[src/rtl/npu_acc_pkg.sv]
// ----------------------------------------------------------------------------
// npu_acc_pkg
// Shared constants and helpers for the adder-tree result accumulator.
//   DEF_IN_W / DEF_ACC_W / DEF_OUT_W : default datapath widths
//   SHIFT_W                          : width of the requant shift control
//   CNT_W                            : width of the per-window beat counter
//   wide_t                           : 64-bit signed scratch type for exact
//                                      intermediate arithmetic
//   sext()       : sign-extend the low w bits of a vector to wide_t
//   sat_signed() : clamp a wide_t to the range of a w-bit signed number
// ----------------------------------------------------------------------------
package npu_acc_pkg;

    localparam int unsigned DEF_IN_W  = 20;
    localparam int unsigned DEF_ACC_W = 32;
    localparam int unsigned DEF_OUT_W = 8;
    localparam int unsigned SHIFT_W   = 5;
    localparam int unsigned CNT_W     = 16;
    localparam int unsigned WIDE_W    = 64;

    typedef logic signed [WIDE_W-1:0] wide_t;

    function automatic wide_t sext(input logic [WIDE_W-1:0] v, input int unsigned w);
        wide_t t;
        t = wide_t'(v << (WIDE_W - w));
        return t >>> (WIDE_W - w);
    endfunction

    function automatic wide_t sat_signed(input wide_t v, input int unsigned w);
        wide_t hi;
        wide_t lo;
        wide_t r;
        hi = (wide_t'(1) <<< (w - 1)) - wide_t'(1);
        lo = -(wide_t'(1) <<< (w - 1));
        r  = v;
        if (v > hi) begin
            r = hi;
        end else if (v < lo) begin
            r = lo;
        end
        return r;
    endfunction

endpackage

[src/rtl/acc_requant.sv]
// ----------------------------------------------------------------------------
// acc_requant
// Combinational requantiser: round half-up, arithmetic right shift, optional
// ReLU and saturation of a signed accumulator to the output width.
//   acc    in  ACC_W    signed accumulated total
//   shift  in  SHIFT_W  right-shift amount (0 = no rounding bias)
//   relu   in  1        clamp negative results to zero
//   result out OUT_W    signed requantised value
// ----------------------------------------------------------------------------
module acc_requant
    import npu_acc_pkg::*;
#(
    parameter int unsigned ACC_W = DEF_ACC_W,
    parameter int unsigned OUT_W = DEF_OUT_W
) (
    input  logic signed [ACC_W-1:0]   acc,
    input  logic        [SHIFT_W-1:0] shift,
    input  logic                      relu,
    output logic signed [OUT_W-1:0]   result
);

    wide_t biased;
    wide_t rounded;
    wide_t shifted;
    wide_t clamped;

    always_comb begin
        biased = sext(WIDE_W'(acc), ACC_W);
        if (shift != '0) begin
            biased = biased + (wide_t'(1) <<< (shift - 1'b1));
        end
        // Rounding bias can push past the accumulator range; clip it back
        // so the shifted value matches an ACC_W-bit saturating add.
        rounded = sat_signed(biased, ACC_W);
        shifted = rounded >>> shift;
        if (relu && shifted[WIDE_W-1]) begin
            shifted = '0;
        end
        clamped = sat_signed(shifted, OUT_W);
        result  = OUT_W'(clamped);
    end

endmodule

[src/rtl/addertree_result_accumulator.sv]
// ----------------------------------------------------------------------------
// addertree_result_accumulator
// Resolves carry-save vectors from the final compressor stage, accumulates
// them over a kernel window with saturation, requantises the window total and
// presents one result per window on a valid/ready output.
//   clk, reset           : clock, asynchronous active-high reset
//   in_valid/in_ready    : input handshake (in_ready = global advance)
//   in_sum, in_carry     : carry-save vectors, IN_W bits two's complement
//   in_last              : beat closes the current window
//   cfg_shift, cfg_relu  : requant controls, used on the closing beat
//   out_valid/out_ready  : output handshake
//   out_data             : requantised signed result
//   out_ovf              : accumulator saturated during the window
//   out_beats            : beats in the window, saturating at all-ones
// ----------------------------------------------------------------------------
module addertree_result_accumulator
    import npu_acc_pkg::*;
#(
    parameter int unsigned IN_W  = DEF_IN_W,
    parameter int unsigned ACC_W = DEF_ACC_W,
    parameter int unsigned OUT_W = DEF_OUT_W
) (
    input  logic                      clk,
    input  logic                      reset,
    input  logic                      in_valid,
    output logic                      in_ready,
    input  logic        [IN_W-1:0]    in_sum,
    input  logic        [IN_W-1:0]    in_carry,
    input  logic                      in_last,
    input  logic        [SHIFT_W-1:0] cfg_shift,
    input  logic                      cfg_relu,
    output logic                      out_valid,
    input  logic                      out_ready,
    output logic signed [OUT_W-1:0]   out_data,
    output logic                      out_ovf,
    output logic        [CNT_W-1:0]   out_beats
);

    logic                    en;
    logic                    close;

    logic                    a_val;
    logic                    a_last;
    logic signed [IN_W:0]    a_res;
    logic signed [IN_W:0]    in_res;

    logic signed [ACC_W-1:0] acc;
    logic                    first;
    logic                    ovf_sticky;
    logic [CNT_W-1:0]        cnt;

    wide_t                   sum_wide;
    wide_t                   sum_sat;
    logic                    sat_hit;
    logic signed [ACC_W-1:0] acc_next;
    logic                    ovf_next;
    logic [CNT_W-1:0]        cnt_next;
    logic signed [OUT_W-1:0] rq_result;

    // Whole pipe advances together; it freezes only while a result waits.
    assign en       = !out_valid || out_ready;
    assign in_ready = en;
    assign close    = en && a_val && a_last;

    assign in_res = (IN_W + 1)'(sext(WIDE_W'(in_sum), IN_W) + sext(WIDE_W'(in_carry), IN_W));

    always_comb begin
        sum_wide = sext(WIDE_W'(a_res), IN_W + 1);
        if (!first) begin
            sum_wide = sum_wide + sext(WIDE_W'(acc), ACC_W);
        end
        sum_sat  = sat_signed(sum_wide, ACC_W);
        sat_hit  = (sum_sat != sum_wide);
        acc_next = ACC_W'(sum_sat);
        ovf_next = (first ? 1'b0 : ovf_sticky) | sat_hit;
        cnt_next = first ? '0 : cnt;
        if (cnt_next != '1) begin
            cnt_next = cnt_next + 1'b1;
        end
    end

    acc_requant #(
        .ACC_W(ACC_W),
        .OUT_W(OUT_W)
    ) u_requant (
        .acc    (acc_next),
        .shift  (cfg_shift),
        .relu   (cfg_relu),
        .result (rq_result)
    );

    always_ff @(posedge clk or posedge reset) begin
        if (reset) begin
            a_val      <= 1'b0;
            a_last     <= 1'b0;
            a_res      <= '0;
            acc        <= '0;
            first      <= 1'b1;
            ovf_sticky <= 1'b0;
            cnt        <= '0;
            out_valid  <= 1'b0;
            out_data   <= '0;
            out_ovf    <= 1'b0;
            out_beats  <= '0;
        end else begin
            if (en) begin
                a_val <= in_valid;
                if (in_valid) begin
                    a_res  <= in_res;
                    a_last <= in_last;
                end
                if (a_val) begin
                    acc        <= acc_next;
                    ovf_sticky <= ovf_next;
                    cnt        <= cnt_next;
                    first      <= a_last;
                end
            end
            // A close in the same edge as a consume reloads instead of clearing.
            if (close) begin
                out_valid <= 1'b1;
                out_data  <= rq_result;
                out_ovf   <= ovf_next;
                out_beats <= cnt_next;
            end else if (out_ready) begin
                out_valid <= 1'b0;
            end
        end
    end

endmodule

[config.mk]
export PLATFORM = sky130hd
export DESIGN_NAME = addertree_result_accumulator
export DESIGN_NICKNAME = d
export VERILOG_FILES = /design/src/rtl/npu_acc_pkg.sv /design/src/rtl/acc_requant.sv /design/src/rtl/addertree_result_accumulator.sv
export SDC_FILE = /design/constraint.sdc
export NUM_CORES = 1
export LEC_CHECK = 0
export BUFFER_PORTS_ARGS = -buffer_cell sky130_fd_sc_hd__buf_2
export CAP_MARGIN = 20
export CORE_MARGIN = 2
export CORE_UTILIZATION = 30
export DETAILED_ROUTE_END_ITERATION = 12
export MAX_ROUTING_LAYER = met4
export PLACE_DENSITY = 0.5
export SLEW_MARGIN = 5
export SYNTH_ARGS = -nofsm -noshare
export SYNTH_HDL_FRONTEND = slang
export SYNTH_HIERARCHICAL = 1
export SYNTH_SLANG_ARGS = --single-unit
[constraint.sdc]
create_clock -name clk -period 9.9 [get_ports clk]
set_clock_uncertainty 0.15 [all_clocks]
set_input_delay 1.98 -clock clk [delete_from_list [all_inputs] [get_ports clk]]
set_output_delay 1.98 -clock clk [all_outputs]
set_load 0.005 [all_outputs]
Word-level counts from Yosys, hierarchy flattened
Index checks and enable logic that the tools add are counted.

Bits in registers: 99.

Magnitude comparators: 6. Bitwise operators: 1. Reduce and logical (&&, ||, !) cells: 9. Add/subtract/negate cells: 5. Shifts and indexed selects: 2. Muxes and demuxes: 14. Equal/unequal tests: 2.

Operator list (number): $mux 64 (7); $gt 64x32->1 const B (2); $lt 64x32->1 const B (2); $add 32x64->64 (1); $gt 64x8->1 const B (1); $lt 64x8->1 const B (1); $ne 64x64->1 (1); $sshl 2x5->64 const A (1); $sshr 64x5->64 (1); $add 21x32->33 (1); $mux 16 (2); $add 20x20->21 (1); $add 16x1->16 const B (1); $mux 8 (2); $ne 16x16->1 const B (1); $reduce_bool 5->1 (1); $sub 5x1->5 const B (1); $reduce_and 2->1 (2); $logic_and 1x1->1 (3); $mux 1 (3); $reduce_bool 2->1 (1); $logic_not 1->1 (1); $logic_or 1x1->1 (1); $or 1x1->1 (1).

Depth between registers and ports, before layout
Depth in word-level cells: 16. Gate-level depth with buffers: 42. Mapped depth without buffers: 37.

Hierarchy
The synthesis kept the hierarchy.

Modules (own cells, without submodules): acc_requant (cells each 1283, area an instance 7992.7 µm², instances 1); addertree_result_accumulator (cells each 831, area an instance 7344.5 µm², instances 1).

Worst setup path before layout
OpenSTA, ideal clock, no wires.

Path type: input -> register. From: in cfg_shift[4]. To: reg out_data[0]. Path slack: -0.350 ns. Required time: 9.625 ns. Stages: 34. Arrival time: 9.975 ns. Path through: clkbuf_1 -> clkbuf_1 -> clkbuf_1 -> clkbuf_1 -> clkbuf_1 -> clkbuf_1 -> buf_1 -> nand2_1 -> nor3_1 -> ha_1 -> buf_2 -> nand2_1 -> o21ai_1 -> a211oi_1 -> nand3_1 -> a311oi_2 -> o21a_1 -> a31oi_1 -> or3_1 -> ha_1 -> clkbuf_1 -> inv_1 -> nand2_1 -> clkbuf_1 -> o31ai_1 -> or2_1 -> a222oi_1 -> a31oi_1 -> a2bb2oi_2 -> nand4_1 -> or4b_4 -> nor4_4 -> o32ai_1 -> mux2_2.

Longest elaborated chain between the ends: 13. Elaborated cells on any way between the ends: 16. Classes of those cells: add/sub: 2; order compare: 4; shift: 2; mux: 6; reduce/logical: 2.

Ends and longest elaborated chain: start, declared (RTL line addertree_result_accumulator.sv:30) `input logic [SHIFT_W-1:0] cfg_shift,`; $sub 5x1->5 (RTL line acc_requant.sv:30) `biased = biased + (wide_t'(1) <<< (shift - 1'b1));`; $sshl 2x5->64 (RTL line acc_requant.sv:30); $add 32x64->64 (RTL line acc_requant.sv:30); $mux 64 (RTL line acc_requant.sv:29) `if (shift != '0) begin`; $lt 64x32->1 (RTL line npu_acc_pkg.sv:38) `end else if (v < lo) begin`; $mux 64 (RTL line npu_acc_pkg.sv:38); $mux 64 (RTL line npu_acc_pkg.sv:36) `if (v > hi) begin`; $sshr 64x5->64 (*) (RTL line acc_requant.sv:35) `shifted = rounded >>> shift;`; $logic_and 1x1->1 (RTL line acc_requant.sv:36) `if (relu && shifted[WIDE_W-1]) begin`; $mux 64 (*) (RTL line acc_requant.sv:36); $lt 64x8->1 (RTL line npu_acc_pkg.sv:38); $mux 8 (RTL line npu_acc_pkg.sv:38); $mux 8 (*) (RTL line npu_acc_pkg.sv:36); net rq_result[0] (RTL line addertree_result_accumulator.sv:58) `logic signed [OUT_W-1:0] rq_result;`; end signal, assigned (RTL line addertree_result_accumulator.sv:122) `out_data <= rq_result;`; end, declared (RTL line addertree_result_accumulator.sv:34) `output logic signed [OUT_W-1:0] out_data,`.

The timed path passes the listed nets; every way through them passes the cells marked *. A chain may end at the register's enable or synchronous reset.

Final worst setup path
From: reg a_res[6]. To: reg out_data[3].

Longest elaborated chain between the ends: 16. Elaborated cells on any way between the ends: 19. Classes of those cells: add/sub: 2; order compare: 6; shift: 1; mux: 9; reduce/logical: 1.

Ends and longest elaborated chain: start, declared (RTL line addertree_result_accumulator.sv:44) `logic signed [IN_W:0] a_res;`; start signal, assigned (RTL line addertree_result_accumulator.sv:109) `a_res <= in_res;`; $add 21x32->33 (RTL line addertree_result_accumulator.sv:70) `sum_wide = sum_wide + sext(WIDE_W'(acc), ACC_W);`; $mux 64 (*) (RTL line addertree_result_accumulator.sv:69) `if (!first) begin`; $lt 64x32->1 (RTL line npu_acc_pkg.sv:38); $mux 64 (RTL line npu_acc_pkg.sv:38); $mux 64 (*) (RTL line npu_acc_pkg.sv:36); net sum_sat[1] (RTL line addertree_result_accumulator.sv:53) `wide_t sum_sat;`; $add 32x64->64 (RTL line acc_requant.sv:30); $mux 64 (*) (RTL line acc_requant.sv:29); (+2 left out); $mux 64 (*) (RTL line npu_acc_pkg.sv:36); $sshr 64x5->64 (*) (RTL line acc_requant.sv:35); $logic_and 1x1->1 (RTL line acc_requant.sv:36); $mux 64 (*) (RTL line acc_requant.sv:36); $lt 64x8->1 (RTL line npu_acc_pkg.sv:38); $mux 8 (RTL line npu_acc_pkg.sv:38); $mux 8 (*) (RTL line npu_acc_pkg.sv:36); net rq_result[3] (RTL line addertree_result_accumulator.sv:58).

Marked as above.

==> summary.md <==
| Metric | Value |
|---|---|
| Status | completed |
| Flops & latches, synth | 99 |
| Slowest stage cell, crit path | o2bb2ai_1 |
| RSZ-0062 raised after global routing | false |
| Reg clk slew, reported paths | 0.07 ns |
| Hpwl dp | 54.0 mm |
| Row count | 82 |
| Tot GR Track Use | 26.1% |
| Critical path type | flop to flop |
| Main flop type after synthesis | dfrtp_1 |
| I/O pins | 78 |
| Final nets | 2,330 |
| Worst Max-Slew Pin Slew | 1.20 ns |
| Root buffer cell | clkbuf_16 |
| Setup-failing EPs final | 0 |
| Post-synth net total | 2,255 |
| Synthesized area | 15,300 µm² |
| CP Data Required Time | 10.01 ns |
| CP peak stage delay | 0.59 ns |
| Worst path arrival time | 9.66 ns |
| Post-synth top area cell | dfrtp_1 |
| Core ar. | 50,300 µm² |
| Yosys warns | 6 |
| Mapped Cells | 2,114 |
| Fill cells | 5,475 |
| Hold Crit Class | flop to flop |
| Post-synth EDFFs | 0 |
| Routed vias | 17,700 |
| Async set or reset register ratio after synthesis | 100% |
| Post-route ant nets | 0 |
| Detailed Route Iter0 Violations | 1,983 |
| Die area | 52,900 µm² |
| Drt pass-1 iters | 6 |
| Antenna cell count | 0 |
| Commonest cells after routing, fill and taps aside | nand2_1, nor2_1, o21ai_0 |
| Die Y-Extent | 230 µm |
| Slew Limit Fails | 0 |
| Max-slew headroom | 19.9% |
| Crit path top cell by count | ha_1 |
| Fmax achieved | 0.105 GHz |
| Initial Util | 30.5% |
| Layout overhead on the synthesized area | 13.1% |
| Sequential fraction of the synthesis area | 16.2% |
| PortBufs | 77 |
| Avg Cell Area, Syn | 7.26 µm² |
| Commonest non-fill, non-tap cell in the layout | nand2_1 |
| Share of cells above drive strength 1 | 17.1% |
| Period minus WS final | 9.55 ns |
| Antenna violations before repair | 0 |
| CTS tree | built |
| Pin count of the biggest net entering global routing | 59 |
| Final wirelength | 68.5 mm |
| First-pass GRT wire length | 105 mm |
| Vias/cell | 6.17 |
| Yosys top cell area share | 16.0% |
| Maxcap violations | 0 |
| CTS Buf Count | 9 |
| Final Cycle Share | 96.5% |
| CP endpoint kind | flop |
| Clock latency on the worst-skew pair | 0.37 ns |
| Routability Congestion | 1.01 |
| Vias in the first global route | 16,500 |
| Cts hold-fix bufs | 0 |
| Final hold violation count | 0 |
| Clock Path Buffers | 2 |
| Die width | 230 µm |
| Post-route setup TNS | 0 ns |
| CP max FO | 17 |
| Area contributors post-synth | dfrtp_1, ha_1, nand2_1 |
| Clock Sinks | 99 |
| DR DRC count | 0 |
| GR Overflow Total | 0 |
| Clock H-tree levels | 3 |
| Drt wl/cell | 23.9 µm |
| Nature of the critical path startpoint | flop |
| Netlist cell types | 113 |
worst paths after layout:
path	start	endpoint	slack, ns	depth (start not counted)
min reg2reg	out_beats[12]	out_beats[12]	0.33	2
min in group asynchronous	reset	out_beats[0]	1.49	2
max reg2reg	a_res[6]	out_data[3]	0.35	34
min	out_beats[12]	out_beats[12]	0.33	2
max in group asynchronous	reset	acc[16]	6.89	3
max	a_res[6]	out_data[3]	0.35	34
kinds of logic after synthesis:
| kind of cell | Yosys count | share of synthesized area, % |
|---|---|---|
| AND/OR/NAND/NOR | 796 | 24.8 |
| multiplexers | 75 | 5.46 |
| AO/OA/AOI/OAI | 810 | 37.3 |
| XOR/XNOR | 59 | 3.37 |
| buffers and inverters | 185 | 5.38 |
| flip-flops | 99 | 16.2 |
| adder cells (fa/ha/maj) | 90 | 7.49 |
cell usage after synthesis (23+ instances only):
master and count:
o211ai_1 43, mux2i_1 33, clkbuf_1 89, nor3_1 70, mux2_2 39, a31oi_1 40
o21ai_0 156, xnor2_1 36, nand3_1 60, and3_1 24, inv_1 35, or3_1 28
nand4_1 36, buf_2 27, nand2b_1 25, xor2_1 23, a211o_1 23, a21oi_1 155
a211oi_1 30, o31ai_1 26, ha_1 87, a21o_1 44, nor2_1 205, dfrtp_1 98
nand2_1 248
critical path: cells and delay by family, from the launching register on:
| kind | cells | cell delay, ns |
|---|---|---|
| AND/OR/NAND/NOR | 11 | 2.37 |
| adder cells (fa/ha/maj) | 3 | 1.12 |
| flip-flops | 1 | 0.40 |
| buffers and inverters | 3 | 0.65 |
| multiplexers | 2 | 0.69 |
| AO/OA/AOI/OAI | 15 | 4.02 |
repair_timing:
item                       in CTS  in global routing
setup endpoints to repair       7                  7
pin swaps                       0                  5
setup buffers                   0                  2
resized for setup               3                 29
layer usage:
layer / up-vias / global-route usage (%) / wire length, µm
li1: 8221 / - / -
met1: 8536 / 36.7 / 31800
met2: 822 / 38.0 / 29300
met3: 116 / 4.02 / 4960
met4: 0 / 8.13 / 2450
met5: - / - / 0
layout make-up:
| type | count | area, µm² | area share, % |
|---|---|---|---|
| Multi-Input combinational cell | 1830 | 12200 | 70.2 |
| Clock buffer | 10 | 229 | 1.32 |
| Clock inverter | 6 | 71.3 | 0.411 |
| Timing Repair Buffer | 212 | 1420 | 8.17 |
| Inverter | 37 | 141 | 0.815 |
| Sequential cell | 99 | 2480 | 14.3 |
| Tap cell | 672 | 841 | 4.85 |
sequential cells by signal, indices dropped and copies added (netlist names):
register    count
first           1
out_ovf         1
ovf_sticky      1
acc            32
out_beats      16
a_val           1
out_data        8
a_last          1
cnt            16
a_res          21
out_valid       1
through the flow:
step           hold slack [ns]  setup WS [ns]  std cells  instance area [µm²]  util, %
2_1_floorplan            0.292         0.0411       2114                15400        -
3_3_place_gp             0.305         -0.100       2846                16900     33.6
3_5_place_dp             0.313         -0.196       2847                16900     33.6
4_1_cts                  0.330         0.0706       2863                17200     34.2
5_1_grt                  0.353         0.0105       2866                17300     34.5
6_report                 0.327          0.346       2866                17300     34.5
Power is left out: the tool's default activity adds up to more than one toggle a clock period on the data nets, which glitch-free logic cannot reach.
